--- config.mk ---
export PLATFORM = sky130hd
export DESIGN_NAME = display_scan_ctrl
export DESIGN_NICKNAME = d
export VERILOG_FILES = /design/src/rtl/display_scan_ctrl.sv
export SDC_FILE = /design/constraint.sdc
export NUM_CORES = 1
export LEC_CHECK = 0
export BUFFER_PORTS_ARGS = -buffer_cell sky130_fd_sc_hd__buf_2
export CAP_MARGIN = 20
export CORE_MARGIN = 5
export CORE_UTILIZATION = 25
export DETAILED_ROUTE_END_ITERATION = 7
export HOLD_SLACK_MARGIN = 0.15
export PLACE_DENSITY = 0.41
export SYNTH_ARGS = -nofsm -noshare
export SYNTH_HDL_FRONTEND = slang
export SYNTH_SLANG_ARGS = --single-unit
--- constraint.sdc ---
create_clock -name i_clk -period 5.75 [get_ports i_clk]
set_input_delay 0.8625 -clock i_clk [delete_from_list [all_inputs] [get_ports i_clk]]
set_output_delay 0.8625 -clock i_clk [all_outputs]
set_load 0.005 [all_outputs]
--- src/rtl/display_scan_ctrl.sv ---
// Scan timing generator for a multiplexed 7-segment display: digit select, anode blanking, frame tick.
// Latency: all outputs registered; a sampled input affects the outputs in the following cycle.
// Backpressure: none; i_en holds the scan at digit 0 / slot start with the anodes blanked.
//
// Ports:
//   i_clk        system clock
//   i_rst        synchronous active-high reset (priority over i_en)
//   i_en         scan enable; low holds the scan at digit 0, slot start, blanked
//   i_brightness PWM duty code, 15 = full on (only used with SCAN_BRIGHTNESS_EN)
//   o_count      registered digit index for the TDM multiplexer
//   o_blank      registered "all anodes off" qualifier, consistent with o_count
//   o_frame_tick one-cycle pulse in the cycle o_count wraps back to 0
//
// Optional feature macro: SCAN_BRIGHTNESS_EN (brightness PWM inside the lit part of each slot).
module display_scan_ctrl #(
    parameter int DIV        = 50000,
    parameter int DEAD       = 16,
    parameter int NUM_DIGITS = 8
) (
    input  logic       i_clk,
    input  logic       i_rst,
    input  logic       i_en,
    input  logic [3:0] i_brightness,
    output logic [2:0] o_count,
    output logic       o_blank,
    output logic       o_frame_tick
);

    localparam int              SW         = $clog2(DIV);
    localparam logic [SW-1:0]   SLOT_LAST  = SW'(DIV - 1);
    localparam logic [SW-1:0]   SLOT_ONE   = SW'(1);
    localparam logic [SW-1:0]   DEAD_W     = SW'(DEAD);
    localparam logic [2:0]      DIGIT_LAST = 3'(NUM_DIGITS - 1);

    logic [SW-1:0] r_slot_cnt;
    logic [2:0]    r_count;
    logic          r_blank;
    logic          r_frame_tick;
    logic          r_en_q;

    logic [SW-1:0] w_slot_nxt;
    logic [2:0]    w_count_nxt;
    logic          w_tick_nxt;
    logic          w_en_q_nxt;
    logic          w_in_dead;
    logic          w_pwm_off;
    logic          w_blank_nxt;

    // State register
    always_ff @(posedge i_clk) begin
        if (i_rst) begin
            r_slot_cnt   <= '0;
            r_count      <= '0;
            r_blank      <= 1'b1;
            r_frame_tick <= 1'b0;
            r_en_q       <= 1'b0;
        end else begin
            r_slot_cnt   <= w_slot_nxt;
            r_count      <= w_count_nxt;
            r_blank      <= w_blank_nxt;
            r_frame_tick <= w_tick_nxt;
            r_en_q       <= w_en_q_nxt;
        end
    end

    // Next-state logic. The first enabled cycle after a hold (or reset) starts
    // the scan at slot 0 of digit 0 rather than advancing past it.
    always_comb begin
        w_slot_nxt  = '0;
        w_count_nxt = '0;
        w_tick_nxt  = 1'b0;
        w_en_q_nxt  = 1'b0;
        if (i_rst || !i_en) begin
            w_en_q_nxt = 1'b0;
        end else if (!r_en_q) begin
            w_en_q_nxt = 1'b1;
        end else begin
            w_en_q_nxt = 1'b1;
            if (r_slot_cnt == SLOT_LAST) begin
                w_slot_nxt = '0;
                if (r_count == DIGIT_LAST) begin
                    w_count_nxt = '0;
                    w_tick_nxt  = 1'b1;
                end else begin
                    w_count_nxt = r_count + 3'd1;
                end
            end else begin
                w_slot_nxt  = r_slot_cnt + SLOT_ONE;
                w_count_nxt = r_count;
            end
        end
    end

    // Dead-time at the start of each slot; DEAD=0 disables it without a
    // degenerate "less than zero" compare.
    generate
        if (DEAD == 0) begin : g_no_dead
            assign w_in_dead = 1'b0;
        end else begin : g_dead
            assign w_in_dead = (w_slot_nxt < DEAD_W);
        end
    endgenerate

`ifdef SCAN_BRIGHTNESS_EN
    localparam logic [31:0] DEAD_U = DEAD;
    logic [3:0] w_phase;

    // PWM phase counts from the end of the dead-time, repeating every 16 cycles.
    assign w_phase   = 4'(32'(w_slot_nxt) - DEAD_U);
    assign w_pwm_off = !w_in_dead && (w_phase > i_brightness);
`else
    logic w_unused_brightness;

    assign w_unused_brightness = ^i_brightness;
    assign w_pwm_off           = 1'b0;
`endif

    // Output comb: blank is derived from next-state values so the registered
    // copy always matches the registered slot/count it accompanies.
    assign w_blank_nxt = !w_en_q_nxt || w_in_dead || w_pwm_off;

    assign o_count      = r_count;
    assign o_blank      = r_blank;
    assign o_frame_tick = r_frame_tick;

endmodule

==> metrics list <==
- The flow ran to the end, and the final reports show no timing, DRC or antenna violations.
- Largest driver fanout on the critical path: 13
- Counting along the longest clock path gives a buffer depth of 2.
- Remaining DRCs: 0
* Portion of synthesized cell area occupied by the leading cell type: 0.393
- Ranked by instance count, the synthesized netlist is headed by sky130_fd_sc_hd__nor2_1 (23), sky130_fd_sc_hd__dfxtp_1 (22), sky130_fd_sc_hd__xor2_1 (8), sky130_fd_sc_hd__nand2_1 (7).
- Worst slack, placed: 3550 ps
* Insertion delay to the later sink of the worst-skew pair: 260 ps
* Cell depth of the worst hold path: 1
- The Yosys step of the flow raised 0 warnings.
* Top achievable clock speed: 0.457 GHz
- EDFF count, synth: 0
- The setup path with the least slack is of type flip-flop to flip-flop.
* Final critical-path setup slack: 3560 ps
- Avg Cell Area, Syn: 9.25 um^2
- Power share of the sequential group: 0.570
- Clk slew on worst S/H paths: 80 ps
* CP Launch Type: flip-flop
* Effective utilization at floorplan: 0.257
* Net count after synthesis: 131
- Counting the buffers created by CTS gives 3.
* TritonCTS clock tree: yes
- Fraction of layout cells with a size suffix above 1: 0.155
* Worst setup EP type: flip-flop
- Relative to the synthesized area, the layout overhead comes to 10.8%.
- For the worst setup path, the data arrival time is 2330 ps.
- In the global route stage, overall resource usage came out at 0.0801.
* Diodes inserted: 0
- Cell internal power was estimated by the tool at 0.215 mW.
- Wires add up to 2.18 mm.
- Between clock sinks in the finished design, the worst skew comes to 5.22 ps.
- Post-CTS timing repair inserted 0 buffers for setup.
* Sequential-to-total area share from yosys stat: 0.393
- The most common cell in the synthesized netlist is sky130_fd_sc_hd__nor2_1.
- Counting I/O delays and the setup requirement, the final critical path takes 2190 ps.
* Combinational group share of total power: 0.011
* Overall via count from detail_route: 862
- The via count of the first global-routing pass came to 816.
* Number of hold buffers added after CTS: 0
- Summed over all nets, the half-perimeter wirelength after detailed placement is 1.61 mm.
- Total net switching power: 0.0535 mW
* Worst hold margin: 522 ps
- Gates resized during post-CTS repair numbered 0.
* Clock Power Share: 0.418
- Count of nets left with antenna violations after detail routing: 0
* Routed len/inst: 12.0 um
* Worst min-delay path category: flip-flop to flip-flop
- Area of the placeable core: 0.00435 mm^2
- Most instantiated flip-flop cell in the synthesis netlist: sky130_fd_sc_hd__dfxtp_1
* Overflow left after global routing: 0
- Number of maximum-capacitance constraint violations: 0
- Die Outline Area: 0.00592 mm^2
- For this design the static power due to leakage is 0.448 nW.
* Clk sinks: 22
- Of all flip-flops after synthesis, the portion carrying an async set or reset was 0.
* Chip Width: 76.9 um
- Most area-consuming cells after synthesis: sky130_fd_sc_hd__dfxtp_1 (39%), sky130_fd_sc_hd__nor2_1 (7.7%), sky130_fd_sc_hd__xor2_1 (6.3%)
- Top Ports: 12
- Data required, critical path: 5900 ps
- Number of fillers in the final layout: 445
- The max-slew violation count came to 0.
- The synthesized design spends more area on one cell type than any other, namely sky130_fd_sc_hd__dfxtp_1.
- IR Drop Worst-Case VDD: 0.0975 mV
- Worst max-slew margin expressed relative to the limit: 0.588
- Port buffering added 7 buffers.
- Of the total power, the share spent switching nets is 0.199.
* Number of storage elements in the synthesis netlist: 22
- # rows: 24
- CTS Root Buffer Type: sky130_fd_sc_hd__clkbuf_8
- The pre-antenna-repair detailed-routing pass consisted of 4 iterations.
- Measured along the y axis, the die boundary spans 76.9 um.
- Power density over cell area: 216 mW/mm^2
- After synthesis the cells add up to 0.00112 mm^2.
* Setup repair after global routing missed its margin: false
- Using the TritonRoute via totals, the vias-per-cell ratio works out to 4.76.
* Pin count of the biggest net entering global routing: 14
- Final setup violation count: 0
* Number of nets in the layout: 140
* Weighted congestion reported at the end of routability-driven placement: 0.733
- Wire length of the first global-routing pass: 3.84 mm
- Of the available clock period, the critical path in the final layout requires 0.380.
- Cell variety after synth: 36
- In this run, the number of DRC markers left after iteration 0 of detailed routing was 53.
- CTS built an H-tree with a depth of 1.
- At the pin with the least slew margin, the transition time is 612 ps.
* Setup total negative slack: 0 ps
* Cell count after synthesis: 121
* Number of cells on the worst reg-to-reg path: 5
* Initial antenna violation count: 0
* Final Hold Viols: 0
-- flip-flops by register name, indices dropped and copies added, names as in the netlist --
register / cells
o_blank: 1
o_count: 3
r_en_q: 1
o_frame_tick: 1
r_slot_cnt: 16
-- per-stage QoR --
stage	power (mW)	area, um^2	utilization	instances
2_1_floorplan	0.159	1120	-	121
3_3_place_gp	0.160	1190	0.272	177
3_5_place_dp	0.160	1190	0.272	177
4_1_cts	0.274	1240	0.285	181
5_1_grt	0.279	1240	0.285	181
6_report	0.269	1240	0.285	181
-- critical path: stages, from the launching register on --
cell and delay, ps:
sky130_fd_sc_hd__dfxtp_1 540, sky130_fd_sc_hd__or4b_1 500, sky130_fd_sc_hd__nor4_2 320, sky130_fd_sc_hd__and2b_1 300
sky130_fd_sc_hd__or2b_2 320, sky130_fd_sc_hd__nor2_1 90
-- power by group through the flow --
| stage | Combinational, mW | Clock, mW | Sequential [mW] |
|---|---|---|---|
| finish | 0.00300 | 0.112 | 0.153 |
| floorplan | 0.00223 | 0 | 0.157 |
| detailed placement | 0.00308 | 0 | 0.157 |
| CTS | 0.00309 | 0.117 | 0.153 |
| global placement | 0.00313 | 0 | 0.157 |
| global route | 0.00341 | 0.122 | 0.153 |
-- routing by layer --
metal	vias to the layer above	routed length, um	global-route usage	share of wire
li1	443	-	-	-
met1	397	1120	0.104	0.51
met2	18	925	0.123	0.42
met3	4	94	0.0176	0.043
met4	0	40	0.0420	0.018
met5	-	0	0	0
-- placed cells by master, fill, tap and decap left out --
cell | netlist | layout
sky130_fd_sc_hd__and2b_2 | 1 | 1
sky130_fd_sc_hd__nand2_1 | 7 | 7
sky130_fd_sc_hd__and3_4 | 1 | 1
sky130_fd_sc_hd__or4b_1 | 3 | 3
sky130_fd_sc_hd__nand3_1 | 6 | 6
sky130_fd_sc_hd__nor3_1 | 3 | 3
sky130_fd_sc_hd__o31ai_1 | 1 | 1
sky130_fd_sc_hd__nand4_4 | 1 | 1
sky130_fd_sc_hd__a22o_1 | 1 | 1
sky130_fd_sc_hd__nor2_1 | 23 | 23
sky130_fd_sc_hd__mux2i_1 | 5 | 5
sky130_fd_sc_hd__a211oi_1 | 1 | 1
sky130_fd_sc_hd__nand4_1 | 4 | 4
sky130_fd_sc_hd__nor4_1 | 1 | 1
sky130_fd_sc_hd__and3_2 | 1 | 1
sky130_fd_sc_hd__o21ai_0 | 1 | 1
sky130_fd_sc_hd__ha_1 | 3 | 3
sky130_fd_sc_hd__xnor2_1 | 6 | 6
sky130_fd_sc_hd__and4_4 | 1 | 1
sky130_fd_sc_hd__or3_1 | 1 | 1
sky130_fd_sc_hd__clkbuf_8 | 0 | 4
sky130_fd_sc_hd__nor4_2 | 1 | 1
sky130_fd_sc_hd__dfxtp_1 | 22 | 22
sky130_fd_sc_hd__a21oi_1 | 1 | 1
sky130_fd_sc_hd__and2_1 | 2 | 2
sky130_fd_sc_hd__xor2_1 | 8 | 8
sky130_fd_sc_hd__a31oi_1 | 1 | 1
sky130_fd_sc_hd__and2b_1 | 1 | 1
sky130_fd_sc_hd__o221ai_1 | 1 | 1
sky130_fd_sc_hd__and2_2 | 1 | 1
sky130_fd_sc_hd__nand2b_1 | 1 | 1
sky130_fd_sc_hd__or2b_2 | 1 | 1
sky130_fd_sc_hd__inv_1 | 1 | 1
sky130_fd_sc_hd__buf_2 | 0 | 7
sky130_fd_sc_hd__and3_1 | 4 | 4
sky130_fd_sc_hd__or2_2 | 1 | 1
sky130_fd_sc_hd__o2111a_1 | 1 | 1
-- cell type report --
| class | count | area, um^2 | area share |
|---|---|---|---|
| Multi-Input combinational cell | 95 | 642 | 0.517 |
| Sequential cell | 22 | 440 | 0.355 |
| Tap cell | 52 | 65.1 | 0.0524 |
| Clock buffer | 4 | 55.1 | 0.0444 |
| Timing Repair Buffer | 7 | 35.0 | 0.0282 |
| Inverter | 1 | 3.75 | 0.00302 |
-- path summary, 6_finish.rpt --
kind	from	end	slack [ps]
max	r_slot_cnt[6]$_SDFF_PP0_	r_slot_cnt[14]$_SDFF_PP0_	3560
min	r_slot_cnt[0]$_SDFF_PP0_	r_slot_cnt[0]$_SDFF_PP0_	520
max reg2reg	r_slot_cnt[6]$_SDFF_PP0_	r_slot_cnt[14]$_SDFF_PP0_	3560
min reg2reg	r_slot_cnt[0]$_SDFF_PP0_	r_slot_cnt[0]$_SDFF_PP0_	520
-- cells by family after synthesis --
logic type | count (synthesis) | synth area share
fa+ha+maj | 3 | 0.0335
mux | 5 | 0.0447
flops | 22 | 0.393
compound gates | 8 | 0.0536
simple gates | 65 | 0.332
buf+inv | 4 | 0.0335
xor+xnor | 14 | 0.109
No activity file was read; power rests on OpenSTA's default activity.
